<file path="src/rtl/mux_serializer_pkg.sv">
// Shared widths and FSM encodings for the parallel-to-serial sender.
package mux_serializer_pkg;
  localparam int DATA_W = 8;
  localparam int SEL_W  = 3;

  localparam logic ST_IDLE  = 1'b0;
  localparam logic ST_SHIFT = 1'b1;
endpackage

</file>
<file path="src/rtl/mux_serializer_multiplex.sv">
// 8:1 bit selector; picks In[Sel] combinationally.
module multiplex
  import mux_serializer_pkg::*;
(
  input  logic [DATA_W-1:0] In,
  input  logic [SEL_W-1:0]  Sel,
  output logic              Out
);
  assign Out = In[Sel];
endmodule

</file>
<file path="src/rtl/mux_serializer.sv">
// Parallel-to-serial sender: latches a word, then walks the multiplex select
// through all eight bits, holding each for CLKS_PER_BIT clocks.
module mux_serializer
  import mux_serializer_pkg::*;
#(
  parameter int CLKS_PER_BIT = 1,
  parameter int MSB_FIRST    = 0
) (
  input  logic              clk,
  input  logic              rst_n,
  input  logic [DATA_W-1:0] In_data,
  input  logic              In_valid,
  output logic              In_ready,
  output logic [SEL_W-1:0]  Sel,
  output logic              Ser_out,
  output logic              Ser_valid,
  output logic              Frame_start,
  output logic              Frame_done,
  output logic              Busy
);
  localparam int DIV_W = $clog2(CLKS_PER_BIT + 1);
  localparam logic [DIV_W-1:0] DIV_LAST  = DIV_W'(CLKS_PER_BIT - 1);
  localparam logic [SEL_W-1:0] SEL_START = (MSB_FIRST != 0) ? 3'd7 : 3'd0;

  logic              state_q, state_d;
  logic [DATA_W-1:0] hold_q, hold_d;
  logic [SEL_W-1:0]  sel_q, sel_d;
  logic [DIV_W-1:0]  div_q, div_d;
  logic [2:0]        cnt_q, cnt_d;
  logic              mux_out;
  logic              div_tc;
  logic              handshake;

  multiplex u_mux (
    .In  (hold_q),
    .Sel (sel_q),
    .Out (mux_out)
  );

  assign div_tc      = (div_q == DIV_LAST);
  assign Busy        = (state_q == ST_SHIFT);
  assign Ser_valid   = Busy;
  assign Ser_out     = Busy & mux_out;
  assign Frame_start = Busy && (cnt_q == 3'd0) && (div_q == '0);
  assign Frame_done  = Busy && (cnt_q == 3'd7) && div_tc;
  // Reset holds In_ready low even though the state already reads IDLE.
  assign In_ready    = rst_n & ((state_q == ST_IDLE) | Frame_done);
  assign handshake   = In_valid & In_ready;
  assign Sel         = sel_q;

  always_comb begin
    state_d = state_q;
    hold_d  = hold_q;
    sel_d   = sel_q;
    div_d   = div_q;
    cnt_d   = cnt_q;
    if (state_q == ST_IDLE) begin
      if (handshake) begin
        state_d = ST_SHIFT;
        hold_d  = In_data;
        sel_d   = SEL_START;
        div_d   = '0;
        cnt_d   = 3'd0;
      end
    end else if (div_tc) begin
      div_d = '0;
      if (cnt_q == 3'd7) begin
        sel_d = SEL_START;
        cnt_d = 3'd0;
        if (handshake) begin
          hold_d = In_data;
        end else begin
          state_d = ST_IDLE;
        end
      end else begin
        sel_d = (MSB_FIRST != 0) ? sel_q - 3'd1 : sel_q + 3'd1;
        cnt_d = cnt_q + 3'd1;
      end
    end else begin
      div_d = div_q + 1'b1;
    end
  end

  always_ff @(posedge clk or negedge rst_n) begin
    if (!rst_n) begin
      state_q <= ST_IDLE;
      hold_q  <= '0;
      sel_q   <= SEL_START;
      div_q   <= '0;
      cnt_q   <= 3'd0;
    end else begin
      state_q <= state_d;
      hold_q  <= hold_d;
      sel_q   <= sel_d;
      div_q   <= div_d;
      cnt_q   <= cnt_d;
    end
  end
endmodule
</file>
<file path="config.mk">
export PLATFORM = sky130hd
export DESIGN_NAME = mux_serializer
export DESIGN_NICKNAME = d
export VERILOG_FILES = /design/src/rtl/mux_serializer_pkg.sv /design/src/rtl/mux_serializer_multiplex.sv /design/src/rtl/mux_serializer.sv
export SDC_FILE = /design/constraint.sdc
export NUM_CORES = 1
export LEC_CHECK = 0
export CORE_MARGIN = 2
export CORE_UTILIZATION = 35
export CTS_CLUSTER_SIZE = 28
export DETAILED_ROUTE_END_ITERATION = 10
export SYNTH_ARGS = -nofsm -noshare
export SYNTH_HDL_FRONTEND = slang
export SYNTH_SLANG_ARGS = --single-unit
</file>
<file path="constraint.sdc">
create_clock -name clk -period 2.2 [get_ports clk]
set_input_delay 0.44 -clock clk [delete_from_list [all_inputs] [get_ports clk]]
set_output_delay 0.44 -clock clk [all_outputs]
set_load 0.01 [all_outputs]
</file>
### After elaboration in Yosys (flattened, before gate mapping)

Cells that the tools add are included.

* equality and inequality tests: 3
* bitwise gates (word level): 6
* multiplexer cells: 20
* $lt $le $gt $ge: 1
* add/subtract/negate cells: 3
* reductions and logical operators: 8

Operators by type and width (count)
* $mux W8: 4
* $mux W3: 7
* $mux W1: 8
* $add A3 B1 Y3 const B: 2
* $logic_and A1 B1 Y1: 4
* $lt A3 B4 Y1 const B: 1
* $reduce_and A2 Y1: 2
* $and A1 B1 Y1: 3
* $bmux W1 S3: 1
* $eq A3 B3 Y1 const B: 1
* $logic_not A3 Y1: 1
* $ne A2 B1 Y1 const B: 1
* $ne A2 B2 Y1 const B: 1
* $not A1 Y1: 2
* $reduce_bool A2 Y1: 1
* $add A1 B1 Y1 const B: 1
* $or A1 B1 Y1: 1

* register bits: 16
* word-level logic and storage cells: 46
* output and inout port bits: 9

### Depth between registers and ports, before layout

Gate-level depths: netlist (run 1).

* depth in word-level cells: 10
* gate-level depth with buffers: 6
* gate-level depth less buffers: 5

### Hierarchy

From an unflattened synthesis (run 1), not the netlist that was laid out.

* cell total of the unflattened synthesis: 60
* area total of the unflattened synthesis: 778.2 um2

Modules (own cells, without submodules)
* mux_serializer: cells each 57, instances 1, sequential area each 375.4 um2, area an instance 714.4 um2
* multiplex: cells each 3, instances 1, sequential area each 0.0 um2, area an instance 63.8 um2

### Worst setup path after synthesis (run 1)

OpenSTA, ideal clock, no wires.

* kind: reg-to-output
* from: register sel_q[1], in the netlist Sel[1]
* to: output Ser_out
* path slack: 0.569 ns
* buffers on the path: 0
* arrival time: 1.191 ns
* stages on the path, launching flop included: 4
* cells stage by stage: dfrtp_1 > mux4_1 > nor2_1 > a311oi_1

* cells in the longest elaborated chain, start to end: 3

Ends and longest elaborated chain
* from (decl): RTL line mux_serializer.sv:27 `logic [SEL_W-1:0] sel_q, sel_d;`
* from (signal assigned): RTL line mux_serializer.sv:94 `sel_q <= sel_d;`
* $bmux W1 S3: RTL line mux_serializer_multiplex.sv:9 `assign Out = In[Sel];`
* $mux W1 (not written as such): RTL line mux_serializer_multiplex.sv:9
* $and A1 B1 Y1: RTL line mux_serializer.sv:43 `assign Ser_out = Busy & mux_out;`
* to (decl): RTL line mux_serializer.sv:15 `output logic Ser_out,`

Every way passes these cells. The select of a mux whose other input is x is not followed.

### Worst setup path in the final report (run 1)

* from: register cnt_q[0]
* to: output In_ready

* cells in the longest elaborated chain, start to end: 5

Ends and longest elaborated chain
* from (decl): RTL line mux_serializer.sv:29 `logic [2:0] cnt_q, cnt_d;`
* from (signal assigned): RTL line mux_serializer.sv:96 `cnt_q <= cnt_d;`
* $eq A3 B3 Y1: RTL line mux_serializer.sv:45 `assign Frame_done = Busy && (cnt_q == 3'd7) && div_tc;`
* $logic_and A1 B1 Y1 (2 in a row): RTL line mux_serializer.sv:45
* $or A1 B1 Y1: RTL line mux_serializer.sv:47 `assign In_ready = rst_n & ((state_q == ST_IDLE) | Frame_done);`
* $and A1 B1 Y1: RTL line mux_serializer.sv:47
* to (decl): RTL line mux_serializer.sv:13 `output logic In_ready,`

Every way passes these cells.

==> run summary, run 1 <==
The run finished with clean final reports. The cell repeated most along the worst path was sky130_fd_sc_hd__ha_1. After clock tree synthesis, the flow added hold-fix buffers numbering 0. TritonCTS built the clock tree. For the total area of multi-input combinational cells, the log shows 366.6 um2.

For the iteration-0 DRC count of the detailed router, the log shows 4. STA puts the critical path data required time at 1760 ps. For this run the aggregate overflow at the end of global routing stands at 0. The number of ports placed on the die boundary was 20; the worst IR drop on VDD was 704.2 uV. Setup repair after global routing left no endpoint under its margin.

The number of enable flip-flop cells after synthesis works out to 0. A synthesized cell averages 13.44 um2. The global router's overall resource usage is 12.30%, and the minimum clock period after layout is 2101 ps. The tools report the sequential power share as 35.7%.

After detailed routing, the number of remaining DRC violations is 0. In the routed layout, each cell is associated on average with a via count of 4.735. After clock tree synthesis, the clock-pin slew on the worst setup and hold paths is 100 ps. At the end of the flow, the number of nets in the layout was 101.

In this run, distinct cell masters in the synthesized netlist total 21. Power per cell area: 1374 nW/um2. Buffers inserted during clock tree synthesis total 3. The achievable clock frequency was 476.1 MHz; the die boundary width was 51.19 um. The signed area change from the synthesized netlist to the final layout came out at 35.31%. The clock net in this run drives a total of 15 sinks. The worst min-delay path category was reg -> reg. The number of antenna diodes in the final layout is 0.

Combinational logic is responsible for 53.2% of the overall power. The tools report the number of global-route vias before repair as 512. The tools report the startpoint type of the worst setup path as a register. In this run switching power makes up 33.81% of total power. Along the worst path, the maximum fanout reaches 2. No sink is reached through more buffers than the 2 on the longest clock path. The area used by sequential logic in the layout was 375.4 um2; the mapped cell area was 779.5 um2. The later pin in the worst-skew pair is clocked with a latency of 290 ps.

The total power was 1.449 mW; the async set or reset register ratio after synthesis was 100.0%. At the pin with the least slew margin, the transition time is 233.4 ps. The dominant synthesized flop cell was sky130_fd_sc_hd__dfrtp_1.

At the end of routability-driven placement, the weighted congestion stood at 0.7239. Once the floorplan was initialized, standard cells occupied 36.28% of the core. The run gives 17 as the site row count. Walking the worst path, the cells encountered are ha_1, ha_1, nand2b_4, and2_2, dlygate4sd2_1. Cells with a size suffix above 1 make up 34.12% of the layout.

The floorplan step defined a die boundary enclosing 2620 um2. The synthesized flop and latch total was 15; the initial antenna violation count was 0. The final cell utilization of the core is 49.10%, and the cell internal power dissipation is 959.2 uW.

In this run the static leakage power is 0.5158 nW. Among all stages on the critical path, the largest delay is contributed by sky130_fd_sc_hd__dfrtp_1. The data arrival time of the critical path is 1660 ps. Setup violations remaining at the end of the flow were counted as 0. The run gives 0 as the final antenna-violating net count. The logs give 18 for the largest net degree at the start of global routing and 0 for the max-cap check violation count. The wire-length estimate of the detail-placed layout is 1.034 mm. The worst pin sits at a relative slew slack of 84.44%. CTS placed an instance of sky130_fd_sc_hd__clkbuf_4 at the clock tree root.

Net count after synthesis: 73. After layout, the worst path uses 95.48% of the clock period. For the count of endpoints failing hold in the final timing report, the log shows 0. Summed over all layers, the routed wires come to 1.407 mm. Summing the sequential cell areas from Yosys gives 48.15% of the chip area. The run gives 58 as the cell count after synthesis. The delay of the slowest cell on the worst path was 390 ps. The detail-routed net length per standard cell works out to 12.45 um. Summed over all failing endpoints, the final setup total negative slack is 0 ps. Summing over every cut layer, the via total after detailed routing is 535.

The type of the worst setup path is reg -> out. Input and output buffers added on the ports amount to 19. Switching power total: 489.9 uW. Post-route clock skew: 8.644 ps. The number of detailed-routing iterations run before antenna repair was 4. The logs give 2.304 mm for the global-route wire length before repair and 0 for the number of warnings reported in the yosys synthesis log. In this run the standard cell core region covers 2148 um2. After filler insertion, the fill cell instance count of the layout stands at 194. The final count of pins violating max slew was 0; the floorplan die height was 51.19 um.

The tools report the H-tree depth as 1. STA classifies the critical path endpoint as an output pin. Proportion of power drawn by the clock network: 11.2%.
## repair_timing
item                                    CTS  global route
setup buffers                             2             1
pin swaps                                 0             0
endpoints found under the setup margin    3             3
gates resized for setup                   2             4
## worst paths after layout
check | from | end | slack, ps | depth (start not counted)
max | cnt_q[0] | In_ready | 100 | 5
min | hold_q[3] | hold_q[3] | 500 | 1
max reg2reg | cnt_q[0] | hold_q[2] | 450 | 6
min reg2reg | hold_q[3] | hold_q[3] | 500 | 1
max in group asynchronous | rst_n | hold_q[0] | 1480 | 2
min in group asynchronous | rst_n | Sel[1] | 520 | 2
## layout by cell type, fill, tap and decap left out, types with 2 or more instances in the layout
master / count
sky130_fd_sc_hd__inv_1: 5
sky130_fd_sc_hd__and2_2: 3
sky130_fd_sc_hd__a32o_1: 2
sky130_fd_sc_hd__dfrtp_1: 15
sky130_fd_sc_hd__clkdlybuf4s50_1: 16
sky130_fd_sc_hd__nor2_1: 4
sky130_fd_sc_hd__mux2_2: 5
sky130_fd_sc_hd__mux2_4: 4
sky130_fd_sc_hd__ha_1: 4
sky130_fd_sc_hd__buf_4: 6
sky130_fd_sc_hd__a31o_2: 3
sky130_fd_sc_hd__nand2_1: 2
sky130_fd_sc_hd__clkbuf_4: 3
## routing by layer
| metal | wire length [um] | track usage [%] |
|---|---|---|
| met5 | 0 | 0 |
| met4 | 29 | 6.757 |
| met3 | 102 | 2.632 |
| met2 | 661 | 19.26 |
| met1 | 614 | 15.73 |
## power by group through the flow
stage	sequential [mW]	combinational, mW	clock (mW)
finish	0.517	0.770	0.162
global route	0.538	0.864	0.180
CTS	0.523	0.774	0.166
detailed placement	0.537	0.752	0
global placement	0.534	0.745	0
floorplan	0.538	0.468	0
## stage by stage
step | instance area, um2 | instances | hold slack (ps) | setup WS, ps
final | 1055 | 113 | 503.1 | 99.50
after CTS | 1049 | 112 | 510.0 | 11.28
after floorplan | 779.5 | 58 | 144.4 | 569.4
after global routing | 1055 | 113 | 530.3 | 9.821
after global placement | 1008 | 106 | 481.5 | 134.8
after detailed placement | 1008 | 106 | 489.8 | 116.7
## Yosys cell counts, types with 2 or more instances
library cell	count	area [um2]
sky130_fd_sc_hd__dfrtp_1	15	375.4
sky130_fd_sc_hd__a32o_1	2	20.02
sky130_fd_sc_hd__mux2_2	5	56.30
sky130_fd_sc_hd__nand2_1	2	7.510
sky130_fd_sc_hd__and2_2	3	22.52
sky130_fd_sc_hd__mux2_4	4	60.06
sky130_fd_sc_hd__inv_1	5	18.77
sky130_fd_sc_hd__ha_1	4	50.05
sky130_fd_sc_hd__a31o_2	3	26.28
sky130_fd_sc_hd__nor2_1	4	15.01
## cell type report
cell class,count,share of cell area [%]
Clock buffer,3,2.135
Clock inverter,1,0.4745
Inverter,5,1.779
Multi-Input combinational cell,36,34.76
Sequential cell,15,35.59
Tap cell,28,3.321
Timing Repair Buffer,25,21.95
## cell families after synthesis
group,after synthesis,synth area share (%)
xor+xnor,1,1.124
simple gates,11,9.791
buf+inv,7,4.816
mux,11,19.58
flops,15,48.15
compound gates,9,10.11
fa+ha+maj,4,6.421
## flip-flops by register name (all words and copies together) (netlist names)
signal and count:
Busy 1, hold_q 8, cnt_q 3, Sel 3
## critical path: cells and delay by family (launching register included)
family	cells	cell delay [ps]
simple gates	2	320
buf+inv	1	280
flops	1	390
fa+ha+maj	2	390
(Power assumes the default switching activity.)
==> run 2: changes to the inputs <==
Settings changed: SKIP_LAST_GASP from default to 1, SLEW_MARGIN from default to 30.
==> results of run 2 <==
Same layout as run 1: the final DEF is identical, and so are final timing and power.
==> run 3: changes to the inputs <==
Settings changed: GPL_TIMING_DRIVEN from default to 0.
==> run 3 against run 2 <==
Clock skew fell by 3.1 ps; design area rose by 1.1%; sequential cell count stayed put; power is 1.5% higher; register-to-register slack worse by 40 ps; sequential share of layout area fell by 0.26 points; maximum frequency down 0.45%; final cell count did not move; utilization increased by 0.52 points; non-clock buffer count unchanged; die area unchanged.
==> run summary, run 3 (synthesized netlist as in run 1, its figures left out) <==
Of all nets on the critical path, the largest fanout is 4. For the number of detailed-routing iterations run before antenna repair, the log shows 4. The via count is 531, and the H-tree depth is 1. The floorplan step defined a die boundary enclosing 2620 um2. The fraction of layout instances using a drive strength above 1 was 35.29%; the total CTS buffers was 3. The later pin in the worst-skew pair is clocked with a latency of 280 ps. The total of buffers placed on input and output ports came out at 19. Relative to the synthesized area, the layout overhead comes to 36.76%.

For this run, design rule violations remaining after detail routing come to 0. The first global-routing pass estimated 2.394 mm of wire. At the worst endpoint, the required time is 1760 ps.

The clock tree root driver cell was sky130_fd_sc_hd__clkbuf_4. Clock-pin slew was measured on the worst setup and hold paths at 100 ps. Worst min-delay path category: in -> async.

The initial antenna violation count is 0, and the post-detailed-route via-to-cell ratio is 4.699. The startpoint type of the worst setup path is a register. The count of endpoints failing hold in the final timing report was 0. The register with the most flip-flops in the layout has 8 of them. Summed over all nets, the half-perimeter wirelength after detailed placement is 1.008 mm. At the end of routability-driven placement, the weighted congestion stood at 0.6763. In this run the remaining antenna-violating nets after routing total 0.

The floorplan step set the die width to 51.19 um. The final count of pins violating max slew was 0. The area of placed instances was 1005 um2; the global router's overall resource usage was 12.23%.

The logs give 498 for the number of global-route vias before repair and 5 for the iteration-0 DRC count of the detailed router. 20 I/O pins were placed. The library cells used most frequently in the layout, excluding fill and tap cells, are sky130_fd_sc_hd__clkdlybuf4s50_1, sky130_fd_sc_hd__dfrtp_1, sky130_fd_sc_hd__inv_1, sky130_fd_sc_hd__mux2_2, sky130_fd_sc_hd__buf_4. Max-cap violations in this run came to 0. CTS saw 15 sinks.

The library cell used most frequently in the layout, excluding fill and tap cells, is sky130_fd_sc_hd__clkdlybuf4s50_1. The standard cell core area was 2148 um2; the achievable clock frequency was 473.9 MHz. In this run the tightest slew margin relative to its limit is 69.57%.

Post-route clock skew: 5.535 ps. The tools report the fill cell instance count of the final layout as 192. Minimum clock period after layout: 2110 ps. The antenna cell count was 0. The finished cells cover 1066 um2. The tools report the site row count as 17. Of the available clock period, the critical path in the final layout requires 95.91%. Once the floorplan was initialized, standard cells occupied 36.28% of the core. The run finished with clean final reports. Ranked by flip-flop count, first place goes to hold_q. Buffers inserted to repair hold after CTS numbered 0. Cells fill 49.62% of the core in the end. The critical path is of the reg -> out type. At the worst endpoint, the arrival time is 1670 ps. The floorplan die height came out at 51.19 um. Dividing the detail-routed wire length by the instance count gives 12.44 um.

Setup violations remaining at the end of the flow were counted as 0. The largest net degree at the start of global routing is 19, and the power per cell area is 1379 nW/um2. The analysis attributes to cell leakage a power of 0.5169 nW. For the pin with the worst max-slew slack, the measured transition is 456.5 ps. Across the VDD grid, the largest voltage drop is 718.5 uV.

The clock passes through at most 2 buffers. After detailed routing, the total wire length is 1.406 mm. The remaining global-route overflow is 0. TritonCTS built the clock tree. The total area of multi-input combinational cells is 366.6 um2, and the area used by sequential logic in the layout is 376.6 um2.

The kind of end point of the critical path is an output pin. Setup repair after global routing left no endpoint under its margin. At the end of the flow, the number of nets in the layout was 101.
==> run 3: path summary, 6_finish.rpt <==
| check | startpoint | to | cells after the start | slack, ps |
|---|---|---|---|---|
| setup reg to reg | cnt_q[0] | hold_q[6] | 7 | 410 |
| hold / removal | rst_n | hold_q[3] | 1 | 180 |
| min in group clk | hold_q[2] | hold_q[2] | 1 | 510 |
| hold reg to reg | hold_q[2] | hold_q[2] | 1 | 510 |
| max in group asynchronous | rst_n | Sel[1] | 1 | 1690 |
| setup / recovery | Sel[1] | Ser_out | 4 | 90 |
==> run 3: metal layers <==
metal	track usage (%)	routed length, um	vias to the layer above
met5	0	0	-
met4	4.054	0	0
met3	1.754	79	0
met2	17.53	636	20
met1	18.73	690	251
li1	-	-	260
==> run 3: critical path: stages, from the launching register on <==
cell and delay [ps]:
sky130_fd_sc_hd__dfrtp_2 420, sky130_fd_sc_hd__mux4_1 560, sky130_fd_sc_hd__nor2_1 100, sky130_fd_sc_hd__a311oi_1 60, sky130_fd_sc_hd__clkdlybuf4s15_1 250
==> run 3: final cells by class <==
class                           instances  area share, %
Tap cell                               28          3.286
Clock inverter                          1         0.4695
Inverter                                5          1.761
Multi-Input combinational cell         36          34.39
Buffer                                  2          1.761
Clock buffer                            3          2.113
Sequential cell                        15          35.33
Timing Repair Buffer                   23          20.89
==> run 3: metrics by stage <==
step | TNS [ps] | worst slack, ps | power, mW | cells | hold slack (ps)
global route | 0 | 21.44 | 1.595 | 113 | 200.6
detailed placement | -1705 | -546.6 | 1.281 | 105 | 490.9
CTS | -6.823 | -6.823 | 1.456 | 111 | 191.3
floorplan | 0 | 569.4 | 1.006 | 58 | 144.4
global placement | -1708 | -542.7 | 1.265 | 105 | 482.0
finish | 0 | 89.96 | 1.470 | 113 | 179.8
==> run 3: what timing repair did <==
action	4_1_cts	5_1_grt
hold endpoints to repair	0	0
cloned	0	0
endpoints found under the setup margin	2	3
pin swaps	0	0
buffers inserted	2	2
gates resized for setup	6	2
==> run 3: power breakdown <==
| group | total, mW | internal (mW) | switching (mW) |
|---|---|---|---|
| registers | 0.548 | 0.418 | 0.130 |
| logic | 0.763 | 0.486 | 0.277 |
| clock network | 0.158 | 0.0674 | 0.0910 |
